`src/rtl/sketch_pkg.sv`:
```
// sketch_pkg: shared sketch geometry, export-frame constants and the export
// FSM state type. Also imported by the lookup block that updates the sketch.
package sketch_pkg;
    localparam int ROWS          = 4;
    localparam int WIDTH         = 1024;
    localparam int CNT_WIDTH     = 32;
    localparam int SKETCH_ADDR_W = $clog2(ROWS * WIDTH);

    localparam logic [31:0] SKETCH_MAGIC = 32'h534B4554;  // "SKET"

    // Counters packed per stream beat, and the derived beat-index geometry.
    localparam int LANES     = 16;
    localparam int LANE_W    = $clog2(LANES);
    localparam int BEAT_W    = SKETCH_ADDR_W - LANE_W;
    localparam int NUM_BEATS = ROWS * WIDTH / LANES;

    typedef enum logic [2:0] {
        EXP_IDLE,
        EXP_HEADER,
        EXP_FILL,
        EXP_SEND,
        EXP_DONE
    } export_state_e;
endpackage

```
`src/rtl/sketch_export_if.sv`:
```
// sketch_export_if: AXI-Stream bundle carrying the sketch export frame.
//   tdata/tkeep/tuser/tvalid/tlast : master -> slave
//   tready                         : slave  -> master
interface sketch_export_if #(
    parameter int DATA_W = 512,
    parameter int USER_W = 128
) ();
    logic [DATA_W-1:0]   tdata;
    logic [DATA_W/8-1:0] tkeep;
    logic [USER_W-1:0]   tuser;
    logic                tvalid;
    logic                tready;
    logic                tlast;

    modport master (output tdata, tkeep, tuser, tvalid, tlast, input tready);
    modport slave  (input tdata, tkeep, tuser, tvalid, tlast, output tready);
endinterface

```
`src/rtl/sketch_export.sv`:
```
// sketch_export: walks the whole count-min sketch through the RAM's second
// port and emits it as one AXI-Stream frame (header beat + 16 counters per
// data beat). Optionally zeroes each counter right after it is read.
// Ports:
//   axis_aclk, axis_resetn     clock, async active-low reset
//   export_start/clear_on_read start pulse, clear mode sampled at start
//   export_busy/export_done    busy level, one-cycle completion pulse
//   export_seq                 sequence number of last completed export
//   sk_rd_en/addr/data         sketch read port, data one cycle after enable
//   sk_clr_en/addr             sketch zero-write port
//   m_axis                     AXI-Stream master toward the CPU DMA queue
module sketch_export
    import sketch_pkg::*;
#(
    parameter int         C_M_AXIS_DATA_WIDTH  = 512,
    parameter int         C_M_AXIS_TUSER_WIDTH = 128,
    parameter int         DST_PORT_POS         = 24,
    parameter logic [7:0] EXPORT_DST_PORT      = 8'h02
) (
    input  logic                     axis_aclk,
    input  logic                     axis_resetn,
    input  logic                     export_start,
    input  logic                     clear_on_read,
    output logic                     export_busy,
    output logic                     export_done,
    output logic [15:0]              export_seq,
    output logic                     sk_rd_en,
    output logic [SKETCH_ADDR_W-1:0] sk_rd_addr,
    input  logic [CNT_WIDTH-1:0]     sk_rd_data,
    output logic                     sk_clr_en,
    output logic [SKETCH_ADDR_W-1:0] sk_clr_addr,
    sketch_export_if.master          m_axis
);
    localparam int KEEP_W = C_M_AXIS_DATA_WIDTH / 8;
    localparam logic [BEAT_W-1:0] LAST_BEAT = BEAT_W'(NUM_BEATS - 1);
    localparam logic [C_M_AXIS_TUSER_WIDTH-1:0] TUSER_C =
        C_M_AXIS_TUSER_WIDTH'(EXPORT_DST_PORT) << DST_PORT_POS;

    export_state_e state, state_nxt;

    logic [BEAT_W-1:0]                 beat_idx;
    logic [LANE_W:0]                   rd_cnt;    // reads issued this beat, 0..LANES
    logic                              cap_vld;   // read data valid this cycle
    logic [LANE_W-1:0]                 cap_lane;
    logic                              clr_lat;
    logic [15:0]                       seq;
    logic [LANES-1:0][CNT_WIDTH-1:0]   beat;
    logic [C_M_AXIS_DATA_WIDTH-1:0]    hdr;

    wire handshake = m_axis.tvalid & m_axis.tready;
    wire fill_end  = rd_cnt[LANE_W];  // last lane is being captured

    // State register
    always_ff @(posedge axis_aclk or negedge axis_resetn) begin
        if (!axis_resetn) state <= EXP_IDLE;
        else              state <= state_nxt;
    end

    // Next-state logic
    always_comb begin
        state_nxt = state;
        unique case (state)
            EXP_IDLE:   if (export_start) state_nxt = EXP_HEADER;
            EXP_HEADER: if (m_axis.tready) state_nxt = EXP_FILL;
            EXP_FILL:   if (fill_end) state_nxt = EXP_SEND;
            EXP_SEND:   if (m_axis.tready)
                            state_nxt = (beat_idx == LAST_BEAT) ? EXP_DONE : EXP_FILL;
            EXP_DONE:   state_nxt = EXP_IDLE;
            default:    state_nxt = EXP_IDLE;
        endcase
    end

    // Output logic. Reads happen only in FILL, so SEND can stall on tready
    // while the beat register simply holds.
    always_comb begin
        m_axis.tvalid = 1'b0;
        m_axis.tdata  = '0;
        m_axis.tlast  = 1'b0;
        export_done   = 1'b0;
        sk_rd_en      = 1'b0;
        unique case (state)
            EXP_HEADER: begin
                m_axis.tvalid = 1'b1;
                m_axis.tdata  = hdr;
            end
            EXP_FILL:   sk_rd_en = ~fill_end;
            EXP_SEND: begin
                m_axis.tvalid = 1'b1;
                m_axis.tdata  = beat;
                m_axis.tlast  = (beat_idx == LAST_BEAT);
            end
            EXP_DONE:   export_done = 1'b1;
            default: ;
        endcase
    end

    always_comb begin
        hdr          = '0;
        hdr[31:0]    = SKETCH_MAGIC;
        hdr[47:32]   = seq;
        hdr[63:48]   = 16'(ROWS);
        hdr[95:64]   = 32'(WIDTH);
    end

    assign m_axis.tkeep = {KEEP_W{m_axis.tvalid}};
    assign m_axis.tuser = TUSER_C;
    assign export_busy  = (state != EXP_IDLE);
    assign sk_rd_addr   = sk_rd_en ? {beat_idx, rd_cnt[LANE_W-1:0]} : '0;
    assign sk_clr_en    = cap_vld & clr_lat;
    assign sk_clr_addr  = sk_clr_en ? {beat_idx, cap_lane} : '0;

    // Datapath: lane counter, beat packer, sequence bookkeeping
    always_ff @(posedge axis_aclk or negedge axis_resetn) begin
        if (!axis_resetn) begin
            beat_idx   <= '0;
            rd_cnt     <= '0;
            cap_vld    <= 1'b0;
            cap_lane   <= '0;
            clr_lat    <= 1'b0;
            seq        <= '0;
            export_seq <= '0;
            beat       <= '0;
        end else begin
            cap_vld  <= sk_rd_en;
            cap_lane <= rd_cnt[LANE_W-1:0];
            if (cap_vld) beat[cap_lane] <= sk_rd_data;

            unique case (state)
                EXP_IDLE: if (export_start) begin
                    clr_lat  <= clear_on_read;
                    beat_idx <= '0;
                    rd_cnt   <= '0;
                end
                EXP_FILL: rd_cnt <= fill_end ? '0 : rd_cnt + 1'b1;
                EXP_SEND: if (handshake && beat_idx != LAST_BEAT)
                    beat_idx <= beat_idx + 1'b1;
                EXP_DONE: begin
                    export_seq <= seq;
                    seq        <= seq + 16'd1;
                end
                default: ;
            endcase
        end
    end
endmodule

```
`src/flat_wrapper.sv`:
```
// flat-port wrapper written by rule: the top's interface ports become plain ports
module sketch_export_flat import sketch_pkg::*;
#(
    parameter int         C_M_AXIS_DATA_WIDTH  = 512,
    parameter int         C_M_AXIS_TUSER_WIDTH = 128,
    parameter int         DST_PORT_POS         = 24,
    parameter logic [7:0] EXPORT_DST_PORT      = 8'h02
)
  (axis_aclk, axis_resetn, export_start, clear_on_read, export_busy, export_done, export_seq, sk_rd_en, sk_rd_addr, sk_rd_data, sk_clr_en, sk_clr_addr, m_axis_tdata, m_axis_tkeep, m_axis_tuser, m_axis_tvalid, m_axis_tlast, m_axis_tready);
  sketch_export_if #(.DATA_W(512), .USER_W(128)) m_axis_i ();
  input  logic axis_aclk;
  input  logic axis_resetn;
  input  logic export_start;
  input  logic clear_on_read;
  output logic export_busy;
  output logic export_done;
  output logic [15:0] export_seq;
  output logic sk_rd_en;
  output logic [SKETCH_ADDR_W-1:0] sk_rd_addr;
  input  logic [CNT_WIDTH-1:0] sk_rd_data;
  output logic sk_clr_en;
  output logic [SKETCH_ADDR_W-1:0] sk_clr_addr;
  output wire logic [$bits(m_axis_i.tdata)-1:0] m_axis_tdata;
  output wire logic [$bits(m_axis_i.tkeep)-1:0] m_axis_tkeep;
  output wire logic [$bits(m_axis_i.tuser)-1:0] m_axis_tuser;
  output wire logic [$bits(m_axis_i.tvalid)-1:0] m_axis_tvalid;
  output wire logic [$bits(m_axis_i.tlast)-1:0] m_axis_tlast;
  input wire logic [$bits(m_axis_i.tready)-1:0] m_axis_tready;
  assign m_axis_tdata = m_axis_i.tdata;
  assign m_axis_tkeep = m_axis_i.tkeep;
  assign m_axis_tuser = m_axis_i.tuser;
  assign m_axis_tvalid = m_axis_i.tvalid;
  assign m_axis_tlast = m_axis_i.tlast;
  assign m_axis_i.tready = m_axis_tready;
  sketch_export #(.C_M_AXIS_DATA_WIDTH(C_M_AXIS_DATA_WIDTH), .C_M_AXIS_TUSER_WIDTH(C_M_AXIS_TUSER_WIDTH), .DST_PORT_POS(DST_PORT_POS), .EXPORT_DST_PORT(EXPORT_DST_PORT)) u_core (.axis_aclk(axis_aclk), .axis_resetn(axis_resetn), .export_start(export_start), .clear_on_read(clear_on_read), .export_busy(export_busy), .export_done(export_done), .export_seq(export_seq), .sk_rd_en(sk_rd_en), .sk_rd_addr(sk_rd_addr), .sk_rd_data(sk_rd_data), .sk_clr_en(sk_clr_en), .sk_clr_addr(sk_clr_addr), .m_axis(m_axis_i));
endmodule
```
`config.mk`:
```
export PLATFORM = sky130hd
export DESIGN_NAME = sketch_export_flat
export DESIGN_NICKNAME = d
export VERILOG_FILES = /design/src/rtl/sketch_pkg.sv /design/src/rtl/sketch_export_if.sv /design/src/rtl/sketch_export.sv /design/src/flat_wrapper.sv
export SDC_FILE = /design/constraint.sdc
export NUM_CORES = 1
export LEC_CHECK = 0
export BUFFER_PORTS_ARGS = -buffer_cell sky130_fd_sc_hd__buf_2
export CORE_AREA = 2 2 303 305
export CTS_BUF_LIST = sky130_fd_sc_hd__clkbuf_16
export DETAILED_ROUTE_END_ITERATION = 7
export DIE_AREA = 0 0 305 307
export GPL_ROUTABILITY_DRIVEN = 0
export PLACE_DENSITY = 0.54
export SYNTH_ARGS = -nofsm -noshare
export SYNTH_HDL_FRONTEND = slang
export SYNTH_SLANG_ARGS = --single-unit
```
`constraint.sdc`:
```
create_clock -name axis_aclk -period 2.8 [get_ports axis_aclk]
set_clock_uncertainty 0.15 [all_clocks]
set_input_delay 0 -clock axis_aclk [delete_from_list [all_inputs] [get_ports axis_aclk]]
set_output_delay 0 -clock axis_aclk [all_outputs]
set_load 0.01 [all_outputs]
```
-- After elaboration in Yosys (flattened, before gate mapping)
Index checks and enable logic that the tools add are counted.
- add/subtract/negate cells: 3
- $lt $le $gt $ge: 2
- eq/ne operators: 11
- multiplexer cells: 22
- bitwise gates (word level): 3
- reduce and logical (&&, ||, !) cells: 11
- operators with widths (operator ; count):
    case mux 512 bit (2 select lines) ; 1
    bitwise mux 512 bit ; 1
    demux 32 bit (select 4 bit) ; 1
    2-to-1 mux 32 bit ; 1
    2-to-1 mux 12 bit ; 2
    adder 16 x 1 -> 16 bit, second input constant ; 1
    2-to-1 mux 8 bit ; 2
    case mux 8 bit (2 select lines) ; 1
    2-to-1 mux 3 bit ; 5
    case mux 3 bit (4 select lines) ; 1
    2-to-1 mux 5 bit ; 2
    case mux 5 bit (2 select lines) ; 1
    adder 8 x 1 -> 8 bit, second input constant ; 1
    equality test 8 bit, second input constant ; 1
    inequality test 8 bit, second input constant ; 1
    equality test 3 x 2 -> 1 bit, second input constant ; 2
    inequality test 2 bit, second input constant ; 3
    adder 5 x 1 -> 5 bit, second input constant ; 1
    less-than comparator 4 x 5 -> 1 bit, second input constant ; 1
    greater-or-equal comparator 4 x 1 -> 1 bit, second input constant ; 1
    2-to-1 mux 1 bit ; 4
    inequality test 2 x 1 -> 1 bit, second input constant ; 2
    AND reduction 2 bit ; 2
    AND reduction 4 bit ; 1
    other kinds (10) ; 13
- bits in registers: 566
- bits of input ports: 37
- output and inout port bits: 750
- word-level logic and storage cells: 76

-- Logic depth before layout (Yosys ltp)
- word-level depth: 7
- gate-level depth with buffers: 7
- depth with buffers taken out: 5

-- Worst setup path before layout
OpenSTA, ideal clock, no wires.
- path kind: register to output
- start: reg u_core.state[2]
- end: out m_axis_tkeep[0]
- data arrival time: 2.207 ns
- required time: 2.650 ns
- setup slack: 0.443 ns
- stages on the path, launching flop included: 6
- path buffers: 3
- cell sequence: dfrtp_1 nand2b_1 clkbuf_1 clkbuf_1 inv_1 buf_4
- word-level cells in the longest chain between the ends: 3
- elaborated cells on any way between the ends: 4
- those cells by class: eq/ne (2); mux (1); reduce/logical (1)
- RTL lines (what ; line ; source):
    start: declaration ; sketch_export.sv:39 ; export_state_e state, state_nxt;
    start signal: assignment ; sketch_export.sv:56 ; else state <= state_nxt;
    equality test 3 x 1 -> 1 bit or equality test 3 x 2 -> 1 bit (tied branches) ; sketch_export.sv:81 ; unique case (state)
    OR reduction 2 bit (no source line) (*) ; -- ;
    2-to-1 mux 1 bit (*) ; sketch_export.sv:81 ;
    end: declaration ; flat_wrapper.sv:24 ; output wire logic [$bits(m_axis_i.tkeep)-1:0] m_axis_tkeep;
Mark *: on every way between the ends. The rest lies on a longest branch, timed or not.

-- Worst setup path after layout
- start: reg u_core.state[2]
- end: out m_axis_tdata[495]
- word-level cells in the longest chain between the ends: 2
- elaborated cells on any way between the ends: 3
- those cells by class: eq/ne (2); mux (1)
- RTL lines (what ; line ; source):
    equality test 3 x 2 -> 1 bit or equality test 3 x 1 -> 1 bit (tied branches) ; sketch_export.sv:81 ;
    case mux 512 bit (2 select lines) (*) ; sketch_export.sv:81 ;
    end: declaration ; flat_wrapper.sv:23 ; output wire logic [$bits(m_axis_i.tdata)-1:0] m_axis_tdata;
Marks and branches as above.

==> results_dict.tcl <==
set metrics [dict create \
    cp_cell_sequence "and3b_4 > buf_4 > buf_16 > and2_1 > buf_2" \
    grt_pass1_wl_um 124000 \
    reg2reg_slack_ps 480 \
    startpoint "u_core.state[2]" \
    fin_ws_ps 130 \
    core-area_um2 90700 \
    crit_required_ps 2650 \
    setup_violations 0 \
    avgSynthCellArea_um2 12.4 \
    combPwrFrac_pct 39.0 \
    drt-initial-drc-count 1110 \
    grt-ovfl-total 0 \
    dp.cells 3831 \
    relSlewSlack_pct 40.9 \
    crit_type "reg2out" \
    fin_total_pwr_mw 35.1 \
    yosysUniqueCellTypes 46 \
    wl_per_cell_um 21.6 \
    rsz0062_at_grt "false" \
    timing.rr.end "u_core.state[0]" \
    grt_pass1_vias 17700 \
    ios 787 \
    place_ws_ps 518 \
    grt_max_degree 101 \
    yosysMostFrequentCell "dfrtp_1" \
    status "finished, final reports clean" \
    hpwl_um 57800 \
    die_area_um2 93600 \
    drv_cap 0 \
    finalNonFillerCells 3991 \
    power_switching_mw 12.4 \
    yosysTopAreaCell "dfrtp_1" \
    ys_ff_latch 566 \
    power_frac_clock_pct 23.3 \
    via_per_inst 4.48 \
    cts.sinks 566 \
    numCtsBuffers 67 \
    ir_drop_mv 0.548 \
    drv_slew 0 \
    grt_util_met3_pct 4.08 \
    synth_edf_count 0 \
    hold_viol 0 \
    min_period_over_period_pct 95.4 \
    cp-end-kind "primary output" \
    synth_area_um2 26600 \
    reg2reg_depth 5 \
    worstSkewPairLatency_ps 590 \
    cp.arrival_ps 2520 \
    fmax_ghz 0.375 \
    cpMaxStageDelayCell "dfrtp_1" \
    vias 17900 \
    path_max_fanout 100 \
    yosys_warnings 0 \
    area_growth_pct 24.2 \
    initial_core_util_pct 29.4 \
    cts.clk_slew.worst_paths_ps 60 \
    worst_pin_slew_ps 887 \
    synth_top_cell_area_share_pct 53.2 \
    synthArstFlopShare_pct 100 \
    nets 2791 \
    post_dp_cell_area_um2 30600 \
    ant_nets 0 \
    grt_use_met1_pct 24.2 \
    routed_wl_um 86200 \
    seq_area_frac_synth_pct 53.2 \
    fin_tns_setup_ps 0 \
    die_x_um 305 \
    cts_tree "yes" \
    post_cts_buffers 0 \
    antenna_found_initial 14 \
    cts.root.buffer_cell "clkbuf_16" \
    busiest_layer "met2" \
    fin_crit_ps 2670 \
    cp-start-kind "flip-flop" \
    grtUsageMet2_pct 28.9 \
    core.rowCount 111 \
    min_path_type "in2async" \
    p_int_mw 22.7 \
    io_buffer_count 658 \
    cpPeakStageDelay_ps 500 \
    ys.flop_type "dfrtp_1" \
    switching_share_pct 35.4 \
    layout-drive-gt1-share_pct 48.5 \
    netlist_top_cells_count "566 x dfrtp_1, 517 x mux2_2, 496 x and2_1, 195 x buf_4, 91 x clkbuf_1" \
    power_density_nw_per_um2 1060 \
    finalInstanceArea_um2 33100 \
    yosys-top-cells-area "dfrtp_1 53%, mux2_2 22%, and2_1 12%" \
    die_y_um 307 \
    seq_power_share_pct 37.7 \
    finish.utilization_pct 36.5 \
    worstReg2RegStart "u_core.state[2]" \
    hold_ws_ps 38.5 \
    drc 0 \
    cts.path.max_buffers 3 \
    htree_levels 3 \
    grt_use_total_pct 17.9 \
    total_leakage_power_nw 17.1 \
    dr.pass1.iters 5 \
    synthCells 2145 \
]
==> sequential cells by signal, summed over array words and instances, names as in the netlist <==
name               cells
u_core.state           3
u_core.cap_lane        4
u_core.cap_vld         1
u_core.beat          512
u_core.rd_cnt          5
u_core.seq            16
u_core.beat_idx        8
u_core.clr_lat         1
u_core.export_seq     16
==> critical path: cells and delay by family, from the launching register on <==
kind                   cells  cell delay [ps]
flip-flops                 1              500
AND/OR/NAND/NOR            2              650
buffers and inverters      3              680
==> power by group through the flow <==
| stage | Clock, mW | Combinational [mW] | Sequential, mW |
|---|---|---|---|
| final | 8.20 | 13.7 | 13.2 |
| after floorplan | 0 | 9.40 | 12.6 |
| after detailed placement | 0 | 13.8 | 13.3 |
| after global routing | 8.78 | 14.9 | 13.7 |
| after global placement | 0 | 13.7 | 13.2 |
| after CTS | 8.45 | 13.9 | 13.2 |
==> layout by cell type (no fill, tap or decap), types with 5 or more instances in the layout <==
master         count
conb_1           128
mux2i_1           17
nand4_1            7
mux2_1            11
nand3_1           10
and2_1           496
nand2_1           14
buf_4             41
dfrtp_1          564
clkinv_2           9
o21ai_0            9
buf_12            21
mux2_2           517
xnor2_1           12
dlygate4sd3_1     35
clkinv_1          15
nor2_4             9
nor2_1            21
inv_1             32
nand2b_1           5
and3_1            18
a21oi_1           20
buf_2            657
clkbuf_16         68
==> routing by layer <==
layer / share of wire, % / up-vias
met2: 47 / 650
met1: 45 / 9070
met5: 0 / -
met3: 6.4 / 106
met4: 2.0 / 0
li1: - / 8036
==> kinds of logic after synthesis <==
group	after synthesis	synth area share [%]
AO/OA/AOI/OAI	42	0.982
buffers and inverters	367	8.27
multiplexers	547	23.1
XOR/XNOR	15	0.493
other	2	0.0282
adder cells (fa/ha/maj)	3	0.141
flip-flops	566	53.2
AND/OR/NAND/NOR	603	13.8
==> layout make-up <==
type,count,area (µm²)
antenna,4,10.0
clock buffer,68,1700
clock inverter,51,348
fill,9108,57600
inverter,20,75.1
multi-input combinational,1339,10800
sequential,566,14200
tap,1186,1480
timing repair buffer,757,4440
==> how the worst max path moves through the flow <==
stage | to | slack (ps)
after CTS | m_axis_tdata[114] | 20
after floorplan | m_axis_tkeep[0] | 440
after detailed placement | u_core.beat[397] | 520
after global routing | m_axis_tdata[239] | 1
final | m_axis_tdata[495] | 130
after global placement | u_core.beat[207] | 590
==> timing repair <==
item | in CTS | in global routing
setup endpoints to repair | 31 | 112
hold endpoints to repair | 1034 | 0
hold buffers | 36 | 0
cloned | 1 | 0
pin swaps | 1 | 0
gates resized for setup | 0 | 3
(Power assumes the default switching activity.)
